<file path="config.mk">
export PLATFORM = sky130hd
export DESIGN_NAME = prbs15_byte
export DESIGN_NICKNAME = d
export VERILOG_FILES = /design/src/rtl/prbs15_checker_pkg.sv /design/src/rtl/prbs15_byte.sv
export SDC_FILE = /design/constraint.sdc
export NUM_CORES = 1
export LEC_CHECK = 0
export ABC_AREA = 1
export BUFFER_PORTS_ARGS = -buffer_cell sky130_fd_sc_hd__buf_4
export CAP_MARGIN = 20
export CELL_PAD_IN_SITES_DETAIL_PLACEMENT = 0
export CELL_PAD_IN_SITES_GLOBAL_PLACEMENT = 2
export CORE_UTILIZATION = 29
export CTS_CLUSTER_SIZE = 14
export DETAILED_ROUTE_END_ITERATION = 10
export PLACE_DENSITY_LB_ADDON = 0.1
export SLEW_MARGIN = 20
export SYNTH_ARGS = -nofsm -noshare
export SYNTH_HDL_FRONTEND = slang
export SYNTH_SLANG_ARGS = --single-unit
</file>
<file path="constraint.sdc">
create_clock -name i_clk -period 1.8 [get_ports i_clk]
set_input_delay 0.54 -clock i_clk [delete_from_list [all_inputs] [get_ports i_clk]]
set_output_delay 0.54 -clock i_clk [all_outputs]
set_load 0.005 [all_outputs]
</file>
<file path="src/rtl/prbs15_checker_pkg.sv">
// Shared definitions for the PRBS15 checker: state encoding, default lock thresholds
// and the byte-wide x^15+x^14+1 prediction function.
package prbs15_checker_pkg;

    typedef enum logic [0:0] {
        ST_SEARCH = 1'b0,
        ST_LOCKED = 1'b1
    } state_t;

    localparam int DEF_LOCK_COUNT   = 16;
    localparam int DEF_UNLOCK_COUNT = 4;

    // Bytes are sent MSB first, so {prev2, prev1} bit i holds serial bit s[n-1-i].
    // Each new bit obeys s[n] = s[n-14] ^ s[n-15].
    function automatic logic [7:0] prbs15_next(input logic [7:0] prev2, input logic [7:0] prev1);
        logic [15:0] h;
        logic [7:0]  p;
        h = {prev2, prev1};
        p = '0;
        for (int j = 0; j < 8; j++) begin
            p[7-j] = h[13-j] ^ h[14-j];
        end
        return p;
    endfunction

endpackage

</file>
<file path="src/rtl/prbs15_byte.sv">
// Byte-wide PRBS15 predictor: keeps two bytes of history and registers the predicted next byte.
// With i_load low the history advances on its own prediction (flywheel) instead of i_data.
module prbs15_byte
    import prbs15_checker_pkg::*;
(
    input  logic       i_clk,
    input  logic       i_rst,
    input  logic [7:0] i_data,
    input  logic       i_load,
    output logic [7:0] o_pred
);

    logic [7:0] r_prev;
    logic [7:0] r_pred;
    logic [7:0] w_cur;

    assign w_cur = i_load ? i_data : r_pred;

    always_ff @(posedge i_clk or posedge i_rst) begin
        if (i_rst) begin
            r_prev <= '0;
            r_pred <= '0;
        end else begin
            r_prev <= w_cur;
            r_pred <= prbs15_next(r_prev, w_cur);
        end
    end

    assign o_pred = r_pred;

endmodule

</file>
==> impl_metrics.yaml <==
sta:
  maxSlewHeadroom: 0.627
  finalMaxSlewViolations: 0
  timing.fmax_mhz: 729
  skew_ns: 0.00213
  fin_setup_tns_ns: 0
  period_needed_ns: 1.37
  finalSetupViolCount: 0
  timing.final.crit_share: 0.763
  setup_ws_ns: 0.427
  worst_pin_slew_ns: 0.559
  hold_viol: 0
  grt_setup_unrepaired: "false"
routing:
  firstDrtPassIters: 2
  routed_wl_um: 1140
  viasPerCell: 3.94
  drc: 0
  ant_nets: 0
  drtIter0Drc: 3
  via_count: 445
  wl_per_cell_um: 10.1
synthesis:
  ys_ff_latch: 15
  syn-num-nets: 76
  ys_top_cells_by_count: "34 x nand2_1, 15 x dfrtp_1, 6 x inv_1, 6 x xor2_1, 2 x nand2_2"
  synth.top_cell.area_share: 0.620
  synth_ff_type: "dfrtp_1"
  yosys_warnings: 0
  syn_area_per_cell_sq_um: 9.32
  netlist_instances: 65
  yosysMostFrequentCell: "nand2_1"
  synth_top_area_cell: "dfrtp_1"
  synthTopCellsByArea: "dfrtp_1 62%, nand2_1 21%, xor2_1 8.7%, inv_1 3.7%, nand2_2 2.1%"
  synth_area_sq_um: 606
  synth_edf_count: 0
  ys_seq_area_frac: 0.620
  synth_cell_types: 7
  async_reset_ff_frac: 1.00
cts:
  postCtsSetupBuffers: 0
  cts_tree: "yes"
  cts_root_buf: "clkbuf_4"
  clock_latency_ns: 0.28
  cts_hold_buf: 0
  ctsResizeCount: 0
  htree_levels: 1
  cts_num_sinks: 15
  clockBufferDepth: 2
  numCtsBuffers: 3
  path_clk_slew_ns: 0.08
placement:
  numPortBuffers: 18
  dp_hpwl_um: 847
  dp_slack_ns: 0.613
  place.gp.congestion: 0.655
worst_setup_path:
  cpPeakStageDelay_ns: 0.41
  cp.buffers_inverters: 1
  start_kind: "flip-flop"
  crit_family: "flip-flops"
  slowest_stage: "dfrtp_1"
  worstPathCellList: "buf_4"
  cp_max_fo: 3
  crit_type: "flip-flop to output pin"
  critical_path.endpoint_type: "output pin"
  required_ns: 1.26
  r2r_slack_ns: 1.04
  crit_arrival_ns: 0.83
die:
  dieArea_sq_um: 2270
  pin_count: 19
  core_sq_um: 1960
  die_w_um: 47.7
  die_h_um: 47.7
  fp-row-count: 16
  start_util: 0.309
flow_run:
  drv_cap: 0
layout:
  final_nets: 98
  n_antenna_cell: 0
  area_delta_synth_final_pct: 30.4
  drive_gt1_frac: 0.279
  nFillCells: 231
pwr:
  power.density_nw_per_um2: 1140
  leakage_nw: 0.450
  design_power_total_mw: 0.900
  vdd_drop_max_uv: 532
global_route:
  grt_pass1_wl_um: 1840
  overflow: 0
  grt_pass1_vias: 411
  grt_start_max_net_pins: 16
  grt_usage: 0.126
  antenna_found_initial: 0
hold_path:
  hold_path.class: "input port to async pin"
run_status:
  status: "completed"
==> cell type report <==
type                            instances  area, sq um  area share
Clock buffer                            4         26.3      0.0333
Inverter                                7         26.3      0.0333
Multi-Input combinational cell         42          193       0.244
Sequential cell                        15          375       0.475
Tap cell                               27         33.8      0.0428
Timing Repair Buffer                   18          135       0.171
==> kinds of logic after synthesis <==
| family | share of synthesized area |
|---|---|
| AND/OR/NAND/NOR | 0.231 |
| XOR/XNOR | 0.0868 |
| flip-flops | 0.620 |
| buffers and inverters | 0.0620 |
==> worst paths after layout <==
path / start / to / cells past startpoint
max: o_pred[7]$_DFF_PP0_ / o_pred[7] / 1
min: i_rst / o_pred[2]$_DFF_PP0_ / 2
max reg2reg: o_pred[7]$_DFF_PP0_ / o_pred[1]$_DFF_PP0_ / 5
min reg2reg: r_prev[6]$_DFF_PP0_ / o_pred[7]$_DFF_PP0_ / 1
max in group asynchronous: i_rst / r_prev[6]$_DFF_PP0_ / 2
min in group i_clk: r_prev[6]$_DFF_PP0_ / o_pred[7]$_DFF_PP0_ / 1
==> flip-flops by register name, indices dropped and copies added, names as in the netlist <==
signal	count
o_pred	8
r_prev	7
==> routing by layer <==
layer,track usage,vias up,wire length [um]
met5,0,-,0
met4,0.0333,0,0
met3,0.0792,0,71
met2,0.176,12,513
met1,0.163,201,553
li1,-,232,-
==> power by group <==
group / leakage, nW / total, mW / internal (mW) / switching, mW
Sequential: 0.179 / 0.492 / 0.426 / 0.0665
Clock: 0.0150 / 0.185 / 0.0860 / 0.0991
Combinational: 0.256 / 0.223 / 0.130 / 0.0923
==> cell usage in the layout, fill, tap and decap left out, drive strengths merged <==
cell and n:
dfrtp 15, inv 7, xor2 6, nand2 36, clkbuf 4, buf 18
==> through the flow <==
step	util	instances	instance area, sq um	hold slack [ns]
4_1_cts	0.402	113	790	0.329
2_1_floorplan	-	65	606	0.420
5_1_grt	0.402	113	790	0.350
6_report	0.402	113	790	0.309
3_5_place_dp	0.389	109	763	0.425
3_3_place_gp	0.389	109	763	0.425
Power figures use the tool's default switching activity.
